$ cat src/rtl/password_cracker_engine_if.sv
// password_cracker_engine_if: start/busy/done job handshake and result bus for one search engine.
// tried_count is present only when PWC_PROGRESS_COUNT_EN is defined.
interface password_cracker_engine_if #(
    parameter int NUM_CHARS = 4,
    parameter int SYM_W     = 6
);
    logic                       start;
    logic [8*NUM_CHARS-1:0]     target;
    logic [SYM_W-1:0]           from;
    logic [SYM_W-1:0]           to;
    logic                       busy;
    logic                       done;
    logic                       found;
    logic [SYM_W*NUM_CHARS-1:0] match;
`ifdef PWC_PROGRESS_COUNT_EN
    logic [31:0]                tried_count;
`endif
    modport master (
        output start, target, from, to,
        input  busy, done, found, match
`ifdef PWC_PROGRESS_COUNT_EN
        , input tried_count
`endif
    );
    modport slave (
        input  start, target, from, to,
        output busy, done, found, match
`ifdef PWC_PROGRESS_COUNT_EN
        , output tried_count
`endif
    );
endinterface

$ cat src/rtl/password_cracker_engine.sv
// password_cracker_engine: brute-force sweep of NUM_CHARS-symbol candidates, LANES per clock.
// Define PWC_PROGRESS_COUNT_EN to add the saturating tried_count progress output.
module password_cracker_engine #(
    parameter int NUM_CHARS = 4,
    parameter int ALPHABET  = 36,
    parameter int SYM_W     = 6,
    parameter int LANES     = 1
) (
    input logic                      clk,
    input logic                      rst,
    password_cracker_engine_if.slave bus
);
    typedef enum logic [1:0] {IDLE, LOAD, SEARCH, DONE} state_t;
    localparam int MS = NUM_CHARS - 1;
    state_t                     state;
    logic [8*NUM_CHARS-1:0]     tgt;
    logic [SYM_W-1:0]           lo, hi;
    logic [SYM_W-1:0]           tsym [NUM_CHARS];
    logic [SYM_W-1:0]           base [NUM_CHARS];
    logic [SYM_W-1:0]           nxt [NUM_CHARS];
    logic [7:0]                 dsym [NUM_CHARS];
    logic [SYM_W*NUM_CHARS-1:0] tpack, match;
    logic                       busy, done, found, bad, carry, up_eq, mid_max, hit, last;
`ifdef PWC_PROGRESS_COUNT_EN
    logic [31:0]                tried;
    assign bus.tried_count = tried;
`endif
    assign bus.busy  = busy;
    assign bus.done  = done;
    assign bus.found = found;
    assign bus.match = match;
    // Unmapped characters decode to 8'hFF so a single range test rejects them.
    always_comb begin
        bad = (lo > hi) || ({1'b0, hi} >= (SYM_W + 1)'(ALPHABET));
        for (int i = 0; i < NUM_CHARS; i++) begin
            dsym[i] = (tgt[8*i +: 8] >= "0" && tgt[8*i +: 8] <= "9") ? tgt[8*i +: 8] - 8'd48 :
                      (tgt[8*i +: 8] >= "a" && tgt[8*i +: 8] <= "z") ? tgt[8*i +: 8] - 8'd87 : 8'hFF;
            bad = bad || (dsym[i] >= 8'(ALPHABET));
        end
    end
    // Lanes share the upper symbols, so at most one lane can hit: the one whose symbol 0 equals the target's.
    always_comb begin
        carry   = 1'b1;
        up_eq   = 1'b1;
        mid_max = 1'b1;
        tpack   = '0;
        for (int i = 0; i < NUM_CHARS; i++) begin
            tpack[i*SYM_W +: SYM_W] = tsym[i];
            if (i == 0) begin
                nxt[i] = (base[i] == SYM_W'(ALPHABET - LANES)) ? '0 : base[i] + SYM_W'(LANES);
                carry  = base[i] == SYM_W'(ALPHABET - LANES);
            end else begin
                nxt[i] = carry ? ((base[i] == SYM_W'(ALPHABET - 1)) ? '0 : base[i] + SYM_W'(1)) : base[i];
                carry  = carry && (base[i] == SYM_W'(ALPHABET - 1));
                up_eq  = up_eq && (base[i] == tsym[i]);
            end
            if (i > 0 && i < MS)
                mid_max = mid_max && (base[i] == SYM_W'(ALPHABET - 1));
        end
        hit  = up_eq && (tsym[0] >= base[0]) &&
               ({1'b0, tsym[0]} < {1'b0, base[0]} + (SYM_W + 1)'(LANES));
        last = mid_max && (base[MS] == hi) && (base[0] == SYM_W'(ALPHABET - LANES));
    end
    always_ff @(posedge clk or posedge rst) begin
        if (rst) begin
            state <= IDLE;
            busy  <= 1'b0;
            done  <= 1'b0;
            found <= 1'b0;
            match <= '0;
            tgt   <= '0;
            lo    <= '0;
            hi    <= '0;
            base  <= '{default: '0};
            tsym  <= '{default: '0};
`ifdef PWC_PROGRESS_COUNT_EN
            tried <= '0;
`endif
        end else begin
            case (state)
                IDLE, DONE: if (bus.start) begin
                    state <= LOAD;
                    tgt   <= bus.target;
                    lo    <= bus.from;
                    hi    <= bus.to;
                    busy  <= 1'b1;
                    done  <= 1'b0;
                    found <= 1'b0;
                    match <= '0;
                end
                LOAD: begin
`ifdef PWC_PROGRESS_COUNT_EN
                    tried <= '0;
`endif
                    state <= bad ? DONE : SEARCH;
                    busy  <= !bad;
                    done  <= bad;
                    for (int i = 0; i < NUM_CHARS; i++) begin
                        base[i] <= (i == MS) ? lo : '0;
                        tsym[i] <= dsym[i][SYM_W-1:0];
                    end
                end
                SEARCH: begin
`ifdef PWC_PROGRESS_COUNT_EN
                    tried <= (tried > 32'hFFFF_FFFF - 32'(LANES)) ? 32'hFFFF_FFFF : tried + 32'(LANES);
`endif
                    if (hit || last) begin
                        state <= DONE;
                        busy  <= 1'b0;
                        done  <= 1'b1;
                        found <= hit;
                        match <= hit ? tpack : '0;
                    end else
                        base <= nxt;
                end
                default: state <= IDLE;
            endcase
        end
    end
endmodule

$ cat src/flat_wrapper.sv
// flat-port wrapper written by rule: the top's interface ports become plain ports
module password_cracker_engine_flat 
#(
    parameter int NUM_CHARS = 4,
    parameter int ALPHABET  = 36,
    parameter int SYM_W     = 6,
    parameter int LANES     = 1
)
  (clk, rst, bus_start, bus_target, bus_from, bus_to, bus_busy, bus_done, bus_found, bus_match);
  password_cracker_engine_if #(.NUM_CHARS(NUM_CHARS), .SYM_W(SYM_W)) bus_i ();
  input logic clk;
  input logic rst;
  input wire logic [$bits(bus_i.start)-1:0] bus_start;
  input wire logic [$bits(bus_i.target)-1:0] bus_target;
  input wire logic [$bits(bus_i.from)-1:0] bus_from;
  input wire logic [$bits(bus_i.to)-1:0] bus_to;
  output wire logic [$bits(bus_i.busy)-1:0] bus_busy;
  output wire logic [$bits(bus_i.done)-1:0] bus_done;
  output wire logic [$bits(bus_i.found)-1:0] bus_found;
  output wire logic [$bits(bus_i.match)-1:0] bus_match;
  assign bus_i.start = bus_start;
  assign bus_i.target = bus_target;
  assign bus_i.from = bus_from;
  assign bus_i.to = bus_to;
  assign bus_busy = bus_i.busy;
  assign bus_done = bus_i.done;
  assign bus_found = bus_i.found;
  assign bus_match = bus_i.match;
  password_cracker_engine #(.NUM_CHARS(NUM_CHARS), .ALPHABET(ALPHABET), .SYM_W(SYM_W), .LANES(LANES)) u_core (.clk(clk), .rst(rst), .bus(bus_i));
endmodule
$ cat config.mk
export PLATFORM = sky130hd
export DESIGN_NAME = password_cracker_engine_flat
export DESIGN_NICKNAME = d
export VERILOG_FILES = /design/src/rtl/password_cracker_engine_if.sv /design/src/rtl/password_cracker_engine.sv /design/src/flat_wrapper.sv
export SDC_FILE = /design/constraint.sdc
export NUM_CORES = 1
export LEC_CHECK = 0
export BUFFER_PORTS_ARGS = -buffer_cell sky130_fd_sc_hd__buf_4
export CORE_MARGIN = 5
export CORE_UTILIZATION = 45
export DETAILED_ROUTE_END_ITERATION = 10
export GPL_TIMING_DRIVEN = 0
export PLACE_DENSITY = 0.61
export SKIP_CTS_REPAIR_TIMING = 1
export SLEW_MARGIN = 0
export SYNTH_ARGS = -nofsm -noshare
export SYNTH_HDL_FRONTEND = slang
export SYNTH_SLANG_ARGS = --single-unit
$ cat constraint.sdc
create_clock -name clk -period 6.8 [get_ports clk]
set_input_delay 2.04 -clock clk [delete_from_list [all_inputs] [get_ports clk]]
set_output_delay 2.04 -clock clk [all_outputs]
set_load 0.1 [all_outputs]
==> flow_summary_export.csv <==
group,metric,value,unit
run_status,status,"finished, final reports clean",
logic_synthesis,ys_ff_latch,121,
critical_path,cp_slowest_cell,"dfrtp_1",
grt,grtUsageTotal,20.9,%
logic_synthesis,synth_ff_type,"dfrtp_1",
logic_synthesis,yosysUniqueCellTypes,73,
hold_path,hp-class,"register to register",
sta,post-route-min-period,3.45,ns
floorplanning,rows,47,
logic_synthesis,synth_edf_count,0,
route,drt_wl_total,19900,um
clock_network,cts-root-buf,"clkbuf_16",
clock_network,numCtsBuffers,17,
sta,tns,0,ns
sta,rsz0062_at_grt,"false",
sta,hold_violations,0,
final_layout,fill_cells,1492,
route,ant_nets,0,
clock_network,cts_max_level,4,
placement,gp_congestion,0.919,
floorplanning,ios,74,
final_layout,drive_above_1_share,23.5,%
critical_path,critPathBufInv,1,
clock_network,cts.path.max_buffers,2,
floorplanning,fp.dieW,139,um
critical_path,cpPeakStageDelay,0.54,ns
floorplanning,initial_utilization,45.6,%
sta,final_max_slew_viol_count,0,
pwr,ir_worst_vdd,0.232,mV
clock_network,insertion_delay,0.42,ns
floorplanning,die_height,139,um
final_layout,antenna_cells_inserted,0,
sta,finClkSkew,0.00819,ns
pwr,powerDensity,474,mW/mm^2
sta,setup_viol,0,
sta,fin_ws,3.35,ns
pwr,power,4270,uW
floorplanning,core,0.0165,sq mm
logic_synthesis,netlist_instances,757,
critical_path,cp.required,7.06,ns
critical_path,cp_max_fo,9,
run,cap_violations,0,
final_layout,syn_to_final_growth,19.6,%
clock_network,cts_sinks,121,
logic_synthesis,ys_warn_count,0,
placement,place_area,0.00839,sq mm
route,drt-pass1-iter-count,5,
sta,tightest_slew,0.702,ns
critical_path,crit_type,"register to register",
placement,post-dp-hpwl,15200,um
logic_synthesis,synthArstFlopShare,100,%
route,drc,0,
route,avgViaCountPerCell,5.67,
clock_network,cts_tree,"built",
sta,fmax,290,MHz
logic_synthesis,syn_nets,856,
route,vias,6136,
critical_path,worst_setup_path_end_kind,"register",
logic_synthesis,syn_avg_cell_area,9.95,sq um
pwr,leakage,0.00402,uW
floorplanning,dieArea,0.0194,sq mm
grt,grt_max_degree,90,
grt,grt_pass1_wl,32600,um
grt,grt_pass1_vias,6117,
clock_network,clk_pin_slew,0.06,ns
route,first_iter_violations,467,
critical_path,cp_top_family,"compound AO/OA/AOI/OAI gates",
critical_path,critical_path.cell_chain,"inv_1 > ha_1 > or4b_2 > a21oi_1 > a311oi_2 > o311ai_0 > o22ai_1 > o2111ai_1 > o21ai_0 > a22oi_1",
logic_synthesis,ys_seq_area_share,40.2,%
grt,antenna_found_initial,0,
sta,fin_crit_sh,50.8,%
critical_path,startpoint_type,"register",
grt,overflow,0,
final_layout,final_nets,949,
final_layout,fin_util,54.5,%
placement,dp_slack,3.10,ns
logic_synthesis,synth_area,0.00753,sq mm
route,wl_per_cell,18.4,um
sta,max-slew-margin-rel,53.2,%
final_layout,fin_area,0.00900,sq mm
placement,port_buffers,73,
critical_path,cp_data_arrival_time,3.71,ns
[registers in the layout, indices dropped and copies added (netlist names)]
| signal | count |
|---|---|
| u_core.bus.match | 24 |
| u_core.tgt | 32 |
| u_core.bus.found | 1 |
| u_core.bus.busy | 1 |
| u_core.bus.done | 1 |
| u_core.base | 24 |
| u_core.hi | 6 |
| u_core.tpack | 24 |
| u_core.state | 2 |
| u_core.lo | 6 |
[where the power goes]
part | leakage [uW] | switching, uW | internal [uW]
sequential | 0.00148 | 322 | 961
combinational | 0.00224 | 1160 | 885
clock | 0.000299 | 360 | 584
[routing by layer]
| metal | part of all wire (%) | GRT usage (%) | vias up | wire (um) |
|---|---|---|---|---|
| li1 | - | - | 2948 | - |
| met1 | 47 | 29.1 | 2998 | 9340 |
| met2 | 47 | 33.4 | 162 | 9380 |
| met3 | 4.5 | 4.36 | 28 | 890 |
| met4 | 1.6 | 5.72 | 0 | 327 |
| met5 | 0 | 0 | - | 0 |
[synth_stat cells, types with 9 or more instances]
master,number,area [sq um]
dfrtp_1,121,3030
mux2_2,62,698
inv_1,56,210
ha_1,52,651
nand2_1,44,165
o21ai_0,42,210
a21oi_1,39,195
nor2_1,36,135
xnor2_1,31,272
a22o_1,24,210
clkbuf_1,23,86.3
nand3_1,21,105
a21o_1,13,97.6
buf_2,12,60.1
nor3_1,10,50.1
o221ai_1,10,87.6
o31ai_1,10,75.1
and3_1,9,56.3
nand4_1,9,56.3
[cell usage in the layout, fill, tap and decap left out, drive strengths merged, types with 4 or more instances in the layout]
cell type | Yosys | final
a211oi | 4 | 4
a21o | 13 | 13
a21oi | 40 | 40
a22o | 24 | 24
a22oi | 4 | 4
a2bb2oi | 4 | 4
and3 | 9 | 9
buf | 16 | 90
clkbuf | 24 | 41
clkinv | 1 | 8
dfrtp | 121 | 121
ha | 52 | 52
inv | 57 | 61
mux2 | 62 | 62
mux2i | 5 | 5
nand2 | 44 | 44
nand2b | 6 | 6
nand3 | 21 | 21
nand4 | 9 | 9
nor2 | 36 | 36
nor2b | 5 | 5
nor3 | 11 | 11
nor4 | 6 | 6
o211ai | 6 | 6
o21a | 8 | 8
o21ai | 46 | 46
o221ai | 10 | 10
o31ai | 10 | 10
or3 | 5 | 5
or4 | 4 | 4
or4b | 4 | 4
xnor2 | 31 | 31
xor2 | 4 | 4
[kinds of logic after synthesis]
| kind of cell | count (synthesis) | share of synthesized area, % |
|---|---|---|
| compound gates | 207 | 19.2 |
| simple gates | 176 | 12.3 |
| flops | 121 | 40.2 |
| buf+inv | 98 | 5.45 |
| mux | 67 | 9.94 |
| fa+ha+maj | 53 | 8.77 |
| xor+xnor | 35 | 4.07 |
[cell type report]
class | instances | area [sq um] | share of cell area [%]
Timing Repair Buffer | 74 | 576 | 6.39
Clock inverter | 15 | 194 | 2.15
Sequential cell | 121 | 3030 | 33.6
Multi-Input combinational cell | 538 | 4090 | 45.4
Buffer | 40 | 193 | 2.14
Clock buffer | 17 | 425 | 4.72
Tap cell | 220 | 275 | 3.06
Inverter | 58 | 223 | 2.47
[path summary, 6_finish.rpt]
kind	slack (ns)	to	startpoint	depth (start not counted)
setup / recovery	3.35	u_core.state[0]	u_core.tgt[16]	10
hold / removal	0.47	u_core.bus.found	u_core.bus.found	1
setup reg to reg	3.35	u_core.state[0]	u_core.tgt[16]	10
hold reg to reg	0.47	u_core.bus.found	u_core.bus.found	1
max in group asynchronous	4.44	u_core.lo[2]	rst	3
min in group asynchronous	1.59	u_core.bus.match[8]	rst	2
[through the flow]
stage	hold WS, ns	instances
after detailed placement	0.469	1051
after CTS	0.483	1083
after floorplan	0.466	757
final	0.474	1083
after global routing	0.523	1083
after global placement	0.465	1050
Note: power is estimated with default switching activity, not from simulation.
